## config.mk

```make
export PLATFORM = sky130hd
export DESIGN_NAME = id_ctrl
export DESIGN_NICKNAME = d
export VERILOG_FILES = /design/src/rtl/id_ctrl.sv
export SDC_FILE = /design/constraint.sdc
export NUM_CORES = 1
export LEC_CHECK = 0
export BUFFER_PORTS_ARGS = -buffer_cell sky130_fd_sc_hd__buf_2
export CAP_MARGIN = 15
export CORE_MARGIN = 4
export CORE_UTILIZATION = 52
export DETAILED_ROUTE_END_ITERATION = 8
export PLACE_DENSITY = 0.86
export REMOVE_ABC_BUFFERS = 1
export SKIP_CTS_REPAIR_TIMING = 1
export SLEW_MARGIN = 25
export SYNTH_ARGS = -nofsm -noshare
export SYNTH_HDL_FRONTEND = slang
export SYNTH_SLANG_ARGS = --single-unit
```

## constraint.sdc

```tcl
create_clock -name clk -period 3.3 [get_ports clk]
set_input_delay 0.33 -clock clk [delete_from_list [all_inputs] [get_ports clk]]
set_output_delay 0.33 -clock clk [all_outputs]
set_load 0.01 [all_outputs]
```

## src/rtl/id_ctrl.sv

```systemverilog
// id_ctrl: single-entry IF/ID pipeline register with instruction decode,
// load-use hazard detection and a saturating stall counter.
//
// Ports
//   clk, rst_n                  clock, synchronous active-low reset
//   if_valid, if_instr, if_pc   fetch handshake and payload
//   id_ready                    entry can accept a fetch this cycle
//   ex_ready                    execute accepts the decode output
//   flush                       taken branch/jump in EX; kill ID contents
//   ex_memread, ex_rd           load in EX and its destination register
//   id_valid                    decode output valid toward EX
//   id_pc, id_imm, id_immsrc    held PC, instr[31:7], immediate format
//   id_rs1, id_rs2, id_rd       register fields of the held instruction
//   id_illegal                  held opcode not recognised
//   stall_count                 saturating count of load-use stall cycles
//
// state  | meaning
// EMPTY  | no instruction held; accept fetch
// FULL   | instruction held, no hazard; offer to EX
// HAZARD | instruction held, load-use conflict; present bubble, hold entry
module id_ctrl (
  input  logic        clk,
  input  logic        rst_n,
  input  logic        if_valid,
  input  logic [31:0] if_instr,
  input  logic [31:0] if_pc,
  output logic        id_ready,
  input  logic        ex_ready,
  input  logic        flush,
  input  logic        ex_memread,
  input  logic [4:0]  ex_rd,
  output logic        id_valid,
  output logic [31:0] id_pc,
  output logic [24:0] id_imm,
  output logic [2:0]  id_immsrc,
  output logic [4:0]  id_rs1,
  output logic [4:0]  id_rs2,
  output logic [4:0]  id_rd,
  output logic        id_illegal,
  output logic [15:0] stall_count
);

  localparam logic [1:0] EMPTY  = 2'd0;
  localparam logic [1:0] FULL   = 2'd1;
  localparam logic [1:0] HAZARD = 2'd2;

  localparam logic [2:0] IMM_I = 3'b000;
  localparam logic [2:0] IMM_S = 3'b001;
  localparam logic [2:0] IMM_B = 3'b010;
  localparam logic [2:0] IMM_J = 3'b011;
  localparam logic [2:0] IMM_U = 3'b100;

  logic        entry_valid;
  logic [31:0] entry_instr;
  logic [31:0] entry_pc;

  logic [2:0]  dec_immsrc;
  logic        dec_use_rs1;
  logic        dec_use_rs2;
  logic        dec_illegal;
  logic        hazard;
  logic [1:0]  state;
  logic        transfer;
  logic        load;
  logic        show;

  always_comb begin
    dec_immsrc  = IMM_I;
    dec_use_rs1 = 1'b0;
    dec_use_rs2 = 1'b0;
    dec_illegal = 1'b0;
    case (entry_instr[6:0])
      7'b0000011, 7'b0010011, 7'b1100111,
      7'b1110011, 7'b0001111: begin
        dec_immsrc  = IMM_I;
        dec_use_rs1 = 1'b1;
      end
      7'b0100011: begin
        dec_immsrc  = IMM_S;
        dec_use_rs1 = 1'b1;
        dec_use_rs2 = 1'b1;
      end
      7'b1100011: begin
        dec_immsrc  = IMM_B;
        dec_use_rs1 = 1'b1;
        dec_use_rs2 = 1'b1;
      end
      7'b1101111: dec_immsrc = IMM_J;
      7'b0110111, 7'b0010111: dec_immsrc = IMM_U;
      7'b0110011: begin
        dec_immsrc  = IMM_I;
        dec_use_rs1 = 1'b1;
        dec_use_rs2 = 1'b1;
      end
      // unknown opcodes read no registers, so they never cause a stall
      default: dec_illegal = 1'b1;
    endcase
  end

  assign hazard = entry_valid && ex_memread && (ex_rd != 5'd0) &&
                  ((dec_use_rs1 && (entry_instr[19:15] == ex_rd)) ||
                   (dec_use_rs2 && (entry_instr[24:20] == ex_rd)));

  // State is a pure function of the held entry and the EX-side hazard inputs,
  // so it is derived rather than stored; the entry valid bit is the only flop.
  always_comb begin
    if (!entry_valid)  state = EMPTY;
    else if (hazard)   state = HAZARD;
    else               state = FULL;
  end

  assign id_valid = rst_n && !flush && (state == FULL);
  assign transfer = id_valid && ex_ready;
  assign id_ready = rst_n && !flush && ((state == EMPTY) || transfer);
  assign load     = if_valid && id_ready;

  // Outputs read as zero whenever nothing is held or reset is asserted.
  assign show       = entry_valid && rst_n;
  assign id_pc      = show ? entry_pc           : 32'h0;
  assign id_imm     = show ? entry_instr[31:7]  : 25'h0;
  assign id_immsrc  = show ? dec_immsrc         : 3'b000;
  assign id_rs1     = show ? entry_instr[19:15] : 5'd0;
  assign id_rs2     = show ? entry_instr[24:20] : 5'd0;
  assign id_rd      = show ? entry_instr[11:7]  : 5'd0;
  assign id_illegal = show && dec_illegal;

  always_ff @(posedge clk) begin
    if (!rst_n) begin
      entry_valid <= 1'b0;
      entry_instr <= 32'h0;
      entry_pc    <= 32'h0;
    end else if (flush) begin
      entry_valid <= 1'b0;
      entry_instr <= 32'h0;
      entry_pc    <= 32'h0;
    end else if (load) begin
      entry_valid <= 1'b1;
      entry_instr <= if_instr;
      entry_pc    <= if_pc;
    end else if (transfer) begin
      entry_valid <= 1'b0;
    end
  end

  always_ff @(posedge clk) begin
    if (!rst_n) begin
      stall_count <= 16'h0;
    end else if ((state == HAZARD) && !flush && (stall_count != 16'hFFFF)) begin
      stall_count <= stall_count + 16'd1;
    end
  end

endmodule

```

# Yosys cells after proc, flatten, opt, wreduce, memory -nomap -nowiden
# Cells that the tools add are included.
# Widths: inputs -> output; s select.
[op_classes] add_sub_neg=1 n_eq_ne=16 n_mux=14 bitwise_logic=1 reduce_logical=25
[ops] operator="$mux 32" count=1
[ops] operator="$eq 7x7->1 const B" count=4
[ops] operator="$mux 25" count=1
[ops] operator="$eq 7x6->1 const B" count=3
[ops] operator="$add 16x1->16 const B" count=1
[ops] operator="$ne 16x16->1 const B" count=1
[ops] operator="$mux 5" count=3
[ops] operator="$eq 7x5->1 const B" count=2
[ops] operator="$logic_and 1x1->1" count=14
[ops] operator="$pmux 3 s4" count=1
[ops] operator="$reduce_or 11->1" count=1
[ops] operator="$eq 5x5->1" count=2
[ops] operator="$reduce_or 8->1" count=1
[ops] operator="$eq 7x2->1 const B" count=1
[ops] operator="$eq 7x4->1 const B" count=1
[ops] operator="$mux 1" count=5
[ops] operator="$reduce_bool 5->1" count=1
[ops] operator="$mux 2" count=2
[ops] operator="$reduce_or 2->1" count=2
[ops] operator="$mux 3" count=1
[ops] operator="$reduce_or 3->1" count=1
[ops] operator="$eq 2x1->1 const B" count=1
[ops] operator="$eq 2x2->1 const B" count=1
[ops] operator="$logic_not 2->1" count=1
[ops] operator="4 further kinds" count=5
[totals] ff_bits=81 in_bits=75 out_inout_bits=94 wordCells=61

# Depth between registers and ports, before layout
# Gate-level depths: netlist of the first run.
[depth] word_depth=15 mapped_depth=9

# Worst setup path after synthesis of the first run
# No wires, ideal clock.
[synth_timing] path_type="input-to-reg" start="input ex_rd[1]" end="register entry_instr[0]" setup_time_ns=0.128 t_arrival_ns=2.129 path_slack_ns=1.043 path_stages=8 path_buffers=2 cell_sequence="or4_4 -> o2111ai_2 -> o41ai_1 -> a311oi_2 -> buf_6 -> buf_12 -> mux2i_1 -> nor2_1"
[synth_between] elab_chain_len=12 elab_cells_between_ends=17 cone_classes="3 x eq/ne; 2 x mux; 12 x reduce/logical"
[synth_rtl] element="from (decl)" line_no="31" rtl="input logic [4:0] ex_rd,"
[synth_rtl] element="$eq 5x5->1, on equally long branches" line_no="101, 102"
[synth_rtl] element="$logic_and 1x1->1, on equally long branches" line_no="101, 102"
[synth_rtl] element="$logic_or 1x1->1" line_no="101" rtl="((dec_use_rs1 && (entry_instr[19:15] == ex_rd)) ||"
[synth_rtl] element="$logic_and 1x1->1 (*)" line_no="100" rtl="assign hazard = entry_valid && ex_memread && (ex_rd != 5'd0) &&"
[synth_rtl] element="$mux 2 (*)" line_no="108" rtl="else if (hazard) state = HAZARD;"
[synth_rtl] element="$mux 2 (*)" line_no="107" rtl="if (!entry_valid) state = EMPTY;"
[synth_rtl] element="$eq 2x1->1" line_no="112" rtl="assign id_valid = rst_n && !flush && (state == FULL);"
[synth_rtl] element="$logic_and 1x1->1" line_no="112"
[synth_rtl] element="$logic_and 1x1->1" line_no="113" rtl="assign transfer = id_valid && ex_ready;"
[synth_rtl] element="$logic_or 1x1->1 (*)" line_no="114" rtl="assign id_ready = rst_n && !flush && ((state == EMPTY) || transfer);"
[synth_rtl] element="$logic_and 1x1->1 (*)" line_no="114"
[synth_rtl] element="$logic_and 1x1->1 (*)" line_no="115" rtl="assign load = if_valid && id_ready;"
[synth_rtl] element="to (signal assigned)" line_no="138" rtl="entry_instr <= if_instr;"
[synth_rtl] element="to (decl)" line_no="54" rtl="logic [31:0] entry_instr;"
# Every way passes the cells marked *; elsewhere a longest branch is shown, timed or not.
# A chain may end at the register's enable or synchronous reset.

# Worst setup path after layout of the first run
[layout_timing] start="register entry_instr[6]" end="output id_ready"
[layout_between] elab_chain_len=13 elab_cells_between_ends=24 cone_classes="9 x eq/ne; 4 x mux; 11 x reduce/logical"
[layout_rtl] element="$eq 7x6->1, or another cell as far along" line_no="72" rtl="case (entry_instr[6:0])"
[layout_rtl] element="$reduce_or 8->1 (no line) or $reduce_or 3->1 (tied branches)"
[layout_rtl] element="$mux 1" line_no="72"
[layout_rtl] element="$logic_and 1x1->1, on equally long branches" line_no="101, 102"
[layout_rtl] element="$logic_or 1x1->1 (*)" line_no="101"
[layout_rtl] element="$logic_and 1x1->1 (*)" line_no="100"
[layout_rtl] element="$mux 2 (*)" line_no="108"
[layout_rtl] element="$mux 2 (*)" line_no="107"
[layout_rtl] element="$eq 2x1->1" line_no="112"
[layout_rtl] element="$logic_and 1x1->1" line_no="112"
[layout_rtl] element="$logic_and 1x1->1" line_no="113"
[layout_rtl] element="$logic_or 1x1->1 (*)" line_no="114"
[layout_rtl] element="$logic_and 1x1->1 (*)" line_no="114"
[layout_rtl] element="to (decl)" line_no="27" rtl="output logic id_ready,"
# Marked as above.

==> results.ini, run 1 <==
[worst_setup_path]
cp_slowest_cell=o41ai_1
path_cells=a211oi_1, nand4_1, o41ai_1, a31oi_1, nor2b_1, buf_2
slowest_delay_ns=0.58
cp.arrival_ns=2.27
critPathLaunchType=flip-flop
cp-end-kind=primary output
critPathMaxFanout=10
crit_type=reg2out
crit_required_ns=2.97

[clock_tree]
cts-htree-levels=3
numCtsBuffers=9
cts_buffer_depth=2
cts_tree=yes
cts-root-buf=clkbuf_8
numClockSinks=81
clkLatencyLatePin_ns=0.34
path_clk_slew_ns=0.09

[floorplanning]
core_region_area_um2=7410
io_pins=169
die_w_um=96.1
rows=31
dieArea_um2=9240
start_util_pct=54.5
chipHeight_um=96.1

[placed_design]
gp_congestion=0.802
dpl.hpwl_mm=7.83
port_buffers=168

[routing]
wl_mm=11.0
dr.pass1.iters=4
remaining_drc_errors=0
routed_via_density=5.44
initialDrtViolationCount=137
wl_per_cell_um=16.1
vias=3703
ant_nets=0

[sta]
setup_viol=0
finalCritPeriodShare_pct=78.7
final_max_slew_viol_count=0
tightest_slew_ns=0.659
rsz0062_at_grt=no
finalHoldViolations=0
hold_slack_ns=0.220
fmax_mhz=385
period_needed_ns=2.60
fin_skew_ns=0.00835
relSlewSlack_pct=55.5

[logic_synthesis]
synth.distinct_cells=45
synth_area_um2=4040
synth.ff_latch_count=81
synth_edf_count=0
synth_warnings=0
syn_inst=443
synthArstFlopShare_pct=0
synth_top_flop_cell=dfxtp_1
avgSynthCellArea_um2=9.12
yosysSeqAreaShare_pct=40.1

[global_routing]
grt_pass1_wl_mm=17.2
grt_max_degree=67
grt_usage_pct=23.5
grt.overflow.total=0
grt_antenna_before_repair=0
grt_pass1_vias=3660

[pwr]
powerDensity_nw_per_um2=415
p_leak_nw=2.57
peakVddDrop_v=0.000256

[final_layout]
area.growth.synth_to_final_pct=22.2
nets=653
diodes=0
fin_util_pct=66.6
drive_gt1_share_pct=33.7

[status]
status=finished, final reports clean

[run]
maxCapViolations=0

[worst_hold_path]
hp-class=in2reg

power by group:
| part | internal [mW] | leakage [nW] | total (mW) | switching (mW) |
|---|---|---|---|---|
| clock | 0.450 | 0.113 | 0.815 | 0.366 |
| sequential | 1.00 | 0.659 | 1.02 | 0.0192 |
| combinational | 0.0988 | 1.80 | 0.212 | 0.113 |
| total | 1.55 | 2.57 | 2.05 | 0.498 |
cells in the final DEF, fill, tap and decap left out, drive strengths merged, types with 2 or more instances in the layout:
master     n
buf      173
dfxtp     81
nor2      70
mux2i     65
and3      61
a21oi     14
xnor2     12
nand2     10
clkbuf    10
nand3      9
inv        9
o21ai      8
or3        6
or4        6
nor3       5
o31ai      4
nand4      3
and2       3
nand2b     3
nor2b      2
nor4       2
o211ai     2
o21a       2
bufinv     2
a2111oi    2
o2111ai    2
a311oi     2
clkinv     2
worst max-delay path, delay by kind of cell, from the launching register on:
kind / cells / cell delay [ns]
AO/OA/AOI/OAI: 3 / 0.99
flip-flops: 1 / 0.40
AND/OR/NAND/NOR: 2 / 0.36
buffers and inverters: 1 / 0.18
final timing paths:
check | from | endpoint | slack, ns | depth (start not counted)
setup / recovery | entry_instr[6] | id_ready | 0.70 | 6
hold / removal | if_instr[20] | entry_instr[20] | 0.22 | 3
setup reg to reg | entry_instr[6] | stall_count[15] | 0.83 | 7
hold reg to reg | entry_pc[0] | entry_pc[0] | 0.49 | 2
layout make-up:
class / instances / area (um^2)
multi-input combinational: 304 / 2040
fill: 626 / 2470
inverter: 8 / 30.0
timing repair buffer: 173 / 891
clock buffer: 10 / 138
clock inverter: 6 / 90.1
tap: 99 / 124
sequential: 81 / 1620
metrics by stage:
step	worst slack [ns]	total power, mW	setup TNS, ns	area (um^2)	cells
6_report	0.701	2.05	0	4930	681
5_1_grt	0.438	2.13	0	4930	681
4_1_cts	0.697	2.06	0	4930	681
3_5_place_dp	0.549	1.26	0	4710	665
3_3_place_gp	0.640	1.25	0	4710	665
2_1_floorplan	-2.50	1.17	-159.98	3680	393
state kept, by name, indices dropped and copies added (netlist names):
register	count
entry_instr	32
entry_pc	32
entry_valid	1
stall_count	16
routing by layer:
layer	up-vias	global-route usage (%)	share of wire, %
met2	131	40.7	50
met1	1754	28.0	40
met4	0	7.46	1.3
met5	-	0	0
li1	1804	-	-
met3	14	6.65	8.0
synth_stat cells, drive strengths merged (4+ instances only):
cell / instances / area share [%]
dfxtp: 81 / 40
inv: 8 / 0.74
nor3: 5 / 0.62
nor2: 70 / 6.5
clkbuf: 22 / 2.0
a21oi: 14 / 1.7
or3: 6 / 0.93
mux2i: 65 / 16
o31ai: 4 / 0.74
buf: 28 / 6.9
and3: 61 / 9.4
nand3: 9 / 1.1
or4: 6 / 1.2
nand2: 10 / 0.93
xnor2: 12 / 2.6
o21ai: 8 / 1.1
logic make-up (layout without fill, tap and decap cells):
logic type | after synthesis | count (layout) | synth area share (%)
simple gates | 183 | 183 | 23.3
compound gates | 42 | 42 | 7.62
fa+ha+maj | 1 | 1 | 0.310
buf+inv | 58 | 197 | 9.70
flops | 81 | 81 | 40.1
xor+xnor | 13 | 13 | 2.82
mux | 65 | 65 | 16.1
Power figures use the tool's default switching activity.
==> inputs of run 2 (changes only) <==
- CORE_UTILIZATION: 52 -> 44
- PLACE_DENSITY: 0.86 -> 0.77
- clock period: 3.3 -> 2.39 ns (I/O delays scaled with it)
==> results.ini, run 2 (same netlist as run 1, synthesis figures left out) <==
[status]
status=finished, violations left  ; was finished, final reports clean
violations=negative setup slack

[placed_design]
dp_cells=693  ; was 665
port_buffers=168  ; unchanged
gp_congestion=0.852  ; was 0.802
place_ws_ns=-0.0877  ; was 0.549 ns
dpl.hpwl_mm=8.23  ; was 7.83 mm

[floorplanning]
dieArea_um2=10800  ; was 9240 um^2
chipHeight_um=104  ; was 96.1 um
start_util_pct=45.9  ; was 54.5%
core_region_area_um2=8810  ; was 7410 um^2
rows=34  ; was 31
io_pins=169  ; unchanged
die_w_um=104  ; was 96.1 um

[worst_setup_path]
critPathTopFamily=compound AO/OA/AOI/OAI gates  ; unchanged
cp-end-kind=primary output  ; unchanged
r2r_slack_ns=0.10  ; was 0.83 ns
slowest_delay_ns=0.50  ; was 0.58 ns
critPathMaxFanout=7  ; was 10
worst-r2r-cell-count=7  ; unchanged
crit_required_ns=2.15  ; was 2.97 ns
critPathLaunchType=flip-flop  ; unchanged
cp.arrival_ns=2.18  ; was 2.27 ns
crit_buf_inv=2  ; was 1
r2r-start=entry_instr[2]  ; was entry_instr[6]
reg2reg_to=stall_count[15]  ; unchanged
path_cells=buf_6, a211oi_2, nand4_1, o41ai_4, a31oi_1, nor2b_2, buf_2  ; was a211oi_1, nand4_1, o41ai_1, a31oi_1, nor2b_1, buf_2
cp_slowest_cell=o41ai_4  ; was o41ai_1
crit_type=reg2out  ; unchanged

[global_routing]
grt_usage_pct=20.4  ; was 23.5%
grt_pass1_vias=3796  ; was 3660
grt_pass1_wl_mm=18.4  ; was 17.2 mm
grt.overflow.total=0  ; unchanged
grt_antenna_before_repair=1  ; was 0
grt_max_degree=54  ; was 67

[clock_tree]
cts-root-buf=clkbuf_8  ; unchanged
clkLatencyLatePin_ns=0.35  ; was 0.34 ns
cts-htree-levels=3  ; unchanged
numCtsBuffers=9  ; unchanged
cts_buffer_depth=2  ; unchanged
path_clk_slew_ns=0.09  ; about the same
numClockSinks=81  ; unchanged
cts_tree=yes  ; unchanged

[pwr]
switching_share_pct=27.1  ; was 24.3%
p_leak_nw=2.72  ; was 2.57 nW
power_frac_comb_pct=12.0  ; was 10.3%
p_clk_share_pct=35.5  ; was 39.8%
intPower_mw=1.96  ; was 1.55 mW
seq_power_share_pct=52.5  ; was 49.9%
powerDensity_nw_per_um2=520  ; was 415 nW/um^2
p_sw_mw=0.728  ; was 0.498 mW
peakVddDrop_v=0.000312  ; was 0.000256 V

[final_layout]
final_cell_mix=168 x buf_2, 76 x dfxtp_1, 70 x nor2_1  ; was 168 x buf_2, 80 x dfxtp_1, 70 x nor2_1
area.growth.synth_to_final_pct=28.0  ; was 22.2%
reg_top3=entry_instr: 32 flops, entry_pc: 32 flops, stall_count: 16 flops  ; unchanged
nets=676  ; was 653
drive_gt1_share_pct=37.9  ; was 33.7%
diodes=0  ; unchanged
fin_util_pct=58.7  ; was 66.6%
final_cell_count_no_fill=713  ; was 681
final_common_cell=buf_2  ; unchanged

[run]
maxCapViolations=0  ; unchanged

[routing]
ant_nets=0  ; unchanged
routed_via_density=5.24  ; was 5.44
wl_per_cell_um=15.7  ; was 16.1 um
vias=3734  ; was 3703
remaining_drc_errors=0  ; unchanged
maxUsedRoutingLayer=met5  ; was met4
wl_met3_um=866  ; was 873 um
dr.pass1.iters=4  ; unchanged
wl_mm=11.2  ; was 11.0 mm
initialDrtViolationCount=94  ; was 137
wl_met2_mm=5.29  ; was 5.53 mm
drt-met1-wl_mm=4.81  ; was 4.42 mm

[sta]
relSlewSlack_pct=65.7  ; was 55.5%
setup_viol=1  ; was 0
hold_slack_ns=0.113  ; was 0.220 ns
fmax_mhz=413
rsz0062_at_grt=yes  ; was no
fin_ws_ns=-0.0303  ; was 0.701 ns
finalHoldViolations=0  ; unchanged
fin_skew_ns=0.0141  ; was 0.00835 ns
period_needed_ns=2.42
finalCritPeriodShare_pct=101
final_max_slew_viol_count=0  ; unchanged
tightest_slew_ns=0.515  ; was 0.659 ns

[worst_hold_path]
worstHoldPathCells=3  ; unchanged
hp-start=if_pc[24]  ; was if_instr[20]
hp-class=in2reg  ; unchanged
holdPathEnd=entry_pc[24]  ; was entry_instr[20]

run 2: cell count changes in the layout (fill, tap and decap cells not counted), moves of 2 or more:
cell / delta
buf_4: +20
dfxtp_1: -4
dfxtp_4: +4
buf_12: +2
bufinv_16: -2
run 2: worst max path at each step:
stage / from / to / cells after the start
after detailed placement: ex_rd[1] / entry_pc[17] / 9
after global placement: ex_rd[1] / entry_instr[24] / 8
after global routing: entry_instr[2] / id_ready / 7
after floorplan: ex_rd[1] / entry_instr[0] / 6
final: entry_instr[2] / id_ready / 7
after CTS: entry_instr[2] / id_ready / 7
run 2: routing by layer:
metal	track usage (%)	vias to the layer above
met2	32.5	132
met4	7.31	2
li1	-	1848
met3	6.84	30
met5	0	-
met1	25.7	1722
run 2: worst register-to-register path, stage by stage (launching register included):
cell	delay [ns]
dfxtp_4	0.38
or2_0	0.24
o32a_1	0.27
a2111oi_4	0.38
o21ai_2	0.12
buf_12	0.18
or4_1	0.50
a21oi_1	0.15
run 2: power groups by stage:
stage / combinational, mW / sequential, mW / clock, mW
detailed placement: 0.316 / 1.44 / 0
global route: 0.353 / 1.41 / 1.05
CTS: 0.317 / 1.41 / 0.982
floorplan: 0.183 / 1.44 / 0
global placement: 0.308 / 1.44 / 0
finish: 0.322 / 1.41 / 0.954
run 2: stage by stage:
step | total power [mW] | area, um^2 | TNS (ns)
final | 2.69 | 5170 | -0.0303
after global placement | 1.75 | 4890 | 0
after global routing | 2.81 | 5170 | -0.170
after detailed placement | 1.76 | 4890 | -1.77
after CTS | 2.71 | 5070 | -1.17
after floorplan | 1.62 | 3680 | -212.40
run 2: area by class of cell:
type / instances / area, um^2
fillers: 794 / 3640
well taps: 108 / 135
repair buffers: 196 / 1090
clock buffers: 10 / 138
multi-input cells: 304 / 2090
inverters: 8 / 30.0
flip-flops and latches: 81 / 1640
clock inverters: 6 / 50.0
